**src/rtl/bist_pkg.sv**
```systemverilog
// Shared types and constants for the BIST controller: port widths, FSM states,
// and the TPG/MISR feedback polynomials.
package bist_pkg;

   localparam int PI_W  = 35;
   localparam int PO_W  = 49;
   localparam int CNT_W = 16;

   // x^35 + x^2 + 1: feedback taken from bits 34 and 1
   localparam logic [PI_W-1:0] LFSR_TAPS = 35'h4_0000_0002;
   // x^49 + x^9 + 1: internal XOR into bits 9 and 0
   localparam logic [PO_W-1:0] MISR_TAPS = 49'h0_0000_0000_0201;

   typedef enum logic [2:0] {
      ST_IDLE,
      ST_CUTRST,
      ST_RUN,
      ST_FLUSH,
      ST_CMP,
      ST_DONE
   } state_t;

   function automatic logic [PI_W-1:0] lfsr_next(input logic [PI_W-1:0] s);
      return {s[PI_W-2:0], ^(s & LFSR_TAPS)};
   endfunction

endpackage

```
**src/rtl/bist_misr.sv**
```systemverilog
// 49-bit internal-XOR multiple-input signature register compacting CUT responses.
module bist_misr
   import bist_pkg::*;
#(
   parameter logic [PO_W-1:0] SEED = '0
) (
   input  logic            clk,
   input  logic            rst,
   input  logic            i_load,
   input  logic            i_en,
   input  logic [PO_W-1:0] i_data,
   output logic [PO_W-1:0] o_sig
);

   logic [PO_W-1:0] r_sig;

   always_ff @(posedge clk) begin
      if (rst || i_load) begin
         r_sig <= SEED;
      end else if (i_en) begin
         r_sig <= {r_sig[PO_W-2:0], 1'b0}
                ^ (r_sig[PO_W-1] ? MISR_TAPS : '0)
                ^ i_data;
      end
   end

   assign o_sig = r_sig;

endmodule

```
**src/rtl/bist_ctrl.sv**
```systemverilog
// Logic BIST controller: drives LFSR patterns into the CUT, compacts its responses
// in a MISR and compares the final signature against a golden value.
module bist_ctrl
   import bist_pkg::*;
#(
   parameter int unsigned      NUM_PATTERNS = 2000,
   parameter logic [PI_W-1:0]  LFSR_SEED    = 35'h0_0000_0001,
   parameter logic [PO_W-1:0]  MISR_SEED    = 49'h0,
   parameter logic [PO_W-1:0]  GOLDEN_SIG   = 49'h0
) (
   input  logic            clk,
   input  logic            rst,
   input  logic            bistmode,
   input  logic [PI_W-1:0] pi,
   input  logic [PO_W-1:0] cut_po,
   output logic [PI_W-1:0] cut_pi,
   output logic            cut_rst,
   output logic            bistdone,
   output logic            bistpass,
   output logic [PO_W-1:0] signature
);

   localparam logic [CNT_W-1:0] LAST_CNT = CNT_W'(NUM_PATTERNS - 1);

   state_t          r_state;
   state_t          w_next;
   logic [PI_W-1:0] r_lfsr;
   logic [CNT_W-1:0] r_cnt;
   logic            r_done;
   logic            r_pass;
   logic            w_last;
   logic            w_step;
   logic            w_misr_en;
   logic            w_misr_load;
   logic [PO_W-1:0] w_sig;

   assign w_last = (r_cnt == LAST_CNT);

   always_comb begin
      w_next      = r_state;
      w_step      = 1'b0;
      w_misr_en   = 1'b0;
      w_misr_load = 1'b0;
      case (r_state)
         ST_IDLE:   if (bistmode) w_next = ST_CUTRST;
         ST_CUTRST: begin
            w_misr_load = 1'b1;
            w_next      = ST_RUN;
         end
         ST_RUN: begin
            // first RUN cycle sees the CUT still coming out of reset, so skip it
            w_misr_en = (r_cnt != '0);
            w_step    = !w_last;
            if (w_last) w_next = ST_FLUSH;
         end
         ST_FLUSH: begin
            w_misr_en = 1'b1;
            w_next    = ST_CMP;
         end
         ST_CMP:    w_next = ST_DONE;
         ST_DONE:   w_next = ST_DONE;
         default:   w_next = ST_IDLE;
      endcase
      if (!bistmode) w_next = ST_IDLE;
   end

   always_ff @(posedge clk) begin
      if (rst) r_state <= ST_IDLE;
      else     r_state <= w_next;
   end

   // LFSR stops on the last pattern so FLUSH keeps presenting it
   always_ff @(posedge clk) begin
      if (rst || r_state == ST_CUTRST) begin
         r_lfsr <= LFSR_SEED;
         r_cnt  <= '0;
      end else if (w_step) begin
         r_lfsr <= lfsr_next(r_lfsr);
         r_cnt  <= r_cnt + 1'b1;
      end
   end

   always_ff @(posedge clk) begin
      if (rst || !bistmode) begin
         r_done <= 1'b0;
         r_pass <= 1'b0;
      end else if (r_state == ST_CMP) begin
         r_done <= 1'b1;
         r_pass <= (w_sig == GOLDEN_SIG);
      end else if (r_state != ST_DONE) begin
         r_done <= 1'b0;
         r_pass <= 1'b0;
      end
   end

   bist_misr #(
      .SEED (MISR_SEED)
   ) u_misr (
      .clk    (clk),
      .rst    (rst),
      .i_load (w_misr_load),
      .i_en   (w_misr_en),
      .i_data (cut_po),
      .o_sig  (w_sig)
   );

   assign cut_pi    = (r_state == ST_IDLE) ? pi : r_lfsr;
   assign cut_rst   = rst | (r_state == ST_CUTRST);
   assign bistdone  = r_done;
   assign bistpass  = r_pass;
   assign signature = w_sig;

endmodule

```
**config.mk**
```make
export PLATFORM = sky130hd
export DESIGN_NAME = bist_ctrl
export DESIGN_NICKNAME = d
export VERILOG_FILES = /design/src/rtl/bist_pkg.sv /design/src/rtl/bist_misr.sv /design/src/rtl/bist_ctrl.sv
export SDC_FILE = /design/constraint.sdc
export NUM_CORES = 1
export LEC_CHECK = 0
export BUFFER_PORTS_ARGS = -buffer_cell sky130_fd_sc_hd__buf_2
export CAP_MARGIN = 10
export CORE_AREA = 4 4 108 110
export CTS_CLUSTER_SIZE = 16
export DETAILED_ROUTE_END_ITERATION = 10
export DIE_AREA = 0 0 112 114
export PLACE_DENSITY = 0.79
export SYNTH_ARGS = -nofsm -noshare
export SYNTH_HDL_FRONTEND = slang
export SYNTH_SLANG_ARGS = --single-unit
export TNS_END_PERCENT = 20
```
**constraint.sdc**
```tcl
create_clock -name clk -period 2.45 [get_ports clk]
set_input_delay 0.245 -clock clk [delete_from_list [all_inputs] [get_ports clk]]
set_output_delay 0.245 -clock clk [all_outputs]
set_load 0.02 [all_outputs]
```
## Yosys cells after proc, flatten, opt, wreduce, memory -nomap -nowiden

Index checks and enable logic that the tools add are counted.

| storage, ports and cells | value |
|---|---|
| register bits after elaboration | 105 |
| bits of input ports | 87 |
| output and inout port bits | 87 |
| logic and storage cells | 41 |

| operators by class | value |
|---|---|
| add/subtract/negate cells | 1 |
| equality and inequality tests | 8 |
| muxes and demuxes | 10 |
| bitwise gates (word level) | 4 |
| reductions and logical operators | 12 |

Operators by type and width:

| kind | number |
|---|---|
| bitwise XOR 49 bit | 2 |
| zero test 49 bit | 1 |
| two-way mux 35 bit | 1 |
| parity 35 bit | 1 |
| adder 16 x 1 -> 16 bit (second input constant) | 1 |
| == test 16 x 11 -> 1 bit (second input constant) | 1 |
| nonzero test 16 bit | 1 |
| one-hot mux 3 bit (5 select lines) | 1 |
| two-way mux 10 bit | 1 |
| == test 3 x 2 -> 1 bit (second input constant) | 2 |
| == test 3 bit (second input constant) | 2 |
| two-way mux 1 bit | 5 |
| OR reduction 2 bit | 2 |
| == test 3 x 1 -> 1 bit (second input constant) | 1 |
| zero test 3 bit | 1 |
| logical OR 1 bit | 3 |
| two-way mux 3 bit | 1 |
| != test 3 bit (second input constant) | 1 |
| zero test 1 bit | 2 |
| != test 2 bit (second input constant) | 1 |
| one-hot mux 1 bit (2 select lines) | 1 |
| nonzero test 2 bit | 1 |
| inverter 1 bit | 1 |
| bitwise OR 1 bit | 1 |

## Logic depth before layout (Yosys ltp)

| depth | value |
|---|---|
| depth in word-level cells | 3 |
| mapped depth | 8 |

## Modules after synthesis

Synthesis repeated with hierarchy kept, for this count alone.

| second synthesis, totals | value |
|---|---|
| cells, all modules | 514 |
| area, all modules | 4969.8 um^2 |

By module, submodules not included:

| module | instances | cells an instance | area each (um^2) |
|---|---|---|---|
| bist_ctrl | 1 | 300 | 2835.2 |
| bist_misr | 1 | 214 | 2134.5 |

## Least setup slack after synthesis

Ideal clock, no wire load.

| timing | value |
|---|---|
| kind | register -> output |
| start point | register r_state[2] |
| end point | output port cut_pi[10] |
| data arrival time | 1.756 ns |
| required time | 2.205 ns |
| path slack | 0.449 ns |
| stages on the path, launching flop included | 5 |
| path buffers | 2 |
| path through | dfxtp_1 > clkbuf_1 > nor3_1 > buf_2 > mux2_2 |

| between the ends | value |
|---|---|
| word-level cells in the longest chain between the ends | 2 |

RTL lines:

| item | line | source |
|---|---|---|
| start, declared | bist_ctrl.sv:25 | `state_t r_state;` |
| start signal, assigned | bist_ctrl.sv:69 | `else r_state <= w_next;` |
| zero test 3 bit | bist_ctrl.sv:107 | `assign cut_pi = (r_state == ST_IDLE) ? pi : r_lfsr;` |
| two-way mux 35 bit | bist_ctrl.sv:107 |  |
| end, declared | bist_ctrl.sv:16 | `output logic [PI_W-1:0] cut_pi,` |

Every way passes these cells.

## Final worst setup path

| timing | value |
|---|---|
| start point | register r_state[0] |
| end point | output port cut_rst |

| between the ends | value |
|---|---|
| word-level cells in the longest chain between the ends | 2 |

RTL lines:

| item | line | source |
|---|---|---|
| == test 3 x 1 -> 1 bit | bist_ctrl.sv:108 | `assign cut_rst = rst \| (r_state == ST_CUTRST);` |
| bitwise OR 1 bit | bist_ctrl.sv:108 |  |
| end, declared | bist_ctrl.sv:17 | `output logic cut_rst,` |

Every way passes these cells.

==> impl_metrics.yaml <==
outcome:
  status: "finished, final reports clean"
power_and_ir_drop:
  power_uw: 3310
  p_comb_frac: 0.151
  power_frac_seq: 0.525
  power_leakage_uw: 0.00263
  switching_share: 0.296
  peakVddDrop_mv: 0.275
  p_sw_uw: 978
  p_int_uw: 2330
  powerDensity_nw_per_um2: 506
  clock_power_share: 0.324
detailed_routing:
  dr.pass1.iters: 4
  drtAntennaViolNets: 0
  wire_per_inst_um: 15.4
  drt_iter0_markers: 254
  viasPerCell: 5.43
  route.detailed.drc: 0
  vias: 4900
  wl_um: 13900
finish:
  drive_above_1_share: 0.348
  fillCellCount: 899
  fin_cells: 902
  area_delta_synth_final_pct: 21.9
  postLayoutCoreUtil: 0.610
  antenna_cells: 0
  final_nets: 846
clock_network:
  postCtsSetupBuffers: 0
  htreeDepth: 3
  numCtsBuffers: 9
  cts-resized-gates: 0
  clock_latency_ps: 370
  cts.sinks: 105
  clkSlewWorstSetupHoldPaths_ps: 120
  cts_tree: "yes"
  cts_root_buffer: "clkbuf_8"
  cts_buffer_depth: 2
  holdBufCountCts: 0
job:
  drv_cap: 0
die:
  die_x_um: 112
  core_um2: 10700
  die_h_um: 114
  rows: 38
  dieArea_um2: 12800
  ioPinCount: 174
  initial_core_util: 0.501
critical_path:
  cp.required_ps: 2200
  crit_start: "r_state[0]"
  reg2reg_slack_ps: 400
  crit_path_start_kind: "flop"
  slowest_stage: "dfxtp_1"
  r2r-start: "r_cnt[11]"
  end_kind: "output port"
  slowest_delay_ps: 510
  worst-setup-path-type: "flop to output port"
  cp_cell_sequence: "nor3b_1, nor2_1, clkinv_2, buf_2"
  crit_buf_inv: 2
  path_depth: 4
  r2r_end: "r_state[0]"
  arrival_ps: 1940
  endpoint: "cut_rst"
  r2r_cells: 4
  path_delay_family: "buffers and inverters"
  cp_max_fo: 29
grt:
  grt_pass1_wl_um: 22900
  antenna_found_initial: 0
  grt_pass1_vias: 4785
  grt_usage: 0.212
  overflow: 0
  grt_max_degree: 50
yosys:
  ys.flop_type: "dfxtp_1"
  synth_top_family_by_area: "compound AO/OA/AOI/OAI gates"
  synth_compound_area_frac: 0.220
  yosys-top-cells-area: "dfxtp_1, a211oi_1, xor2_1, mux2_2, nand2_1"
  synth.distinct_cells: 43
  yosysTopAreaCellShare: 0.393
  synthMuxAreaShare: 0.0755
  syn-num-nets: 697
  synth.most_common_cell: "dfxtp_1"
  yosys.area_share.adder: 0.00467
  async_flop_share: 0
  ys_seq_area_frac: 0.393
  synthXorXnorAreaFrac: 0.0883
  synthSimpleGateAreaFrac: 0.136
  yosys.area.top_type: "dfxtp_1"
  yosysWarnings: 0
  synth_cells: 608
  synth-seq-cells: 105
  syn_avg_cell_area_um2: 8.81
  synth_edf_count: 0
  yosys-top-cells-count: "dfxtp_1, a211oi_1, nand2_1"
  netlist_area_um2: 5360
sta:
  slew-limit-headroom: 0.669
  rsz0062_at_grt: "no"
  clock.fmax_ghz: 0.458
  tns_ps: 0
  skew_ps: 15.3
  layout_min_cycle_time_ps: 2190
  finalHoldViolCount: 0
  setup_viol: 0
  report.final.slew_viol_count: 0
  fin_crit_sh: 0.892
  worst_pin_slew_ps: 496
placement:
  place.gp.congestion: 0.884
  hpwlAfterDp_um: 10000
  port_buffers: 173
  placed_cells: 886
min_path:
  hold_path.class: "primary input to flop"
## worst min path at each step
stage	from	to	cells after the start
2_1_floorplan	rst	r_lfsr[0]	2
3_3_place_gp	bistpass	bistpass	2
3_5_place_dp	r_lfsr[15]	r_lfsr[16]	2
4_1_cts	rst	r_lfsr[0]	4
5_1_grt	bistmode	bistpass	3
6_report	rst	r_lfsr[0]	4
## per-stage QoR
step	hold WS [ps]	setup slack (ps)	area, µm²
after floorplan	433	449	5360
after global placement	455	472	6340
after detailed placement	462	434	6340
after CTS	267	235	6530
after global routing	294	110	6530
final	284	264	6530
## worst reg2reg max path: stages (launching register included)
cell,delay (ps)
dfxtp_1,360
or4_4,590
o41a_1,460
buf_4,200
a2111oi_2,330
## state kept, by name, indices dropped and copies added (netlist names)
register,cells
bistpass,1
r_lfsr,35
u_misr.o_sig,49
r_state,3
r_cnt,16
bistdone,1
## layout by cell type, fill, tap and decap left out, types with 9 or more instances in the layout
master / count
buf_2: 173
nand2_1: 71
a21oi_2: 10
a211oi_1: 96
dfxtp_1: 105
inv_1: 54
nand2_2: 10
xor2_1: 48
mux2_2: 35
clkbuf_8: 9
a21oi_1: 37
nor4_1: 14
## kinds of logic after synthesis
family / count (synthesis)
buffers and inverters: 102
and+or+nand+nor: 144
DFF: 105
adders and majority gates: 2
muxes: 36
xor gates and xnor gates: 54
AOI/OAI and AO/OA: 165
## routing by layer
layer,global-route usage,share of wire,routed length (µm),vias up
li1,-,-,-,2451
met1,0.275,0.41,5760,2274
met2,0.361,0.52,7170,153
met3,0.0377,0.052,726,22
met4,0.0713,0.019,260,0
met5,0,0,0,-
## final cells by class
type                       instances  area (µm²)  area share
timing repair buffer             185        1030       0.158
multi-input combinational        401        2820       0.432
clock inverter                     7        67.6      0.0103
tap                              140         175      0.0268
sequential                       105        2100       0.322
clock buffer                       9         124      0.0190
inverter                          55         208      0.0318
## power by group through the flow
| stage | registers, µW | clock network (µW) | logic [µW] |
|---|---|---|---|
| 6_report | 1740 | 1070 | 499 |
| 5_1_grt | 1740 | 1160 | 539 |
| 4_1_cts | 1740 | 1090 | 503 |
| 3_5_place_dp | 1780 | 0 | 500 |
| 3_3_place_gp | 1780 | 0 | 488 |
| 2_1_floorplan | 1780 | 0 | 304 |
Power figures use the tool's default switching activity.
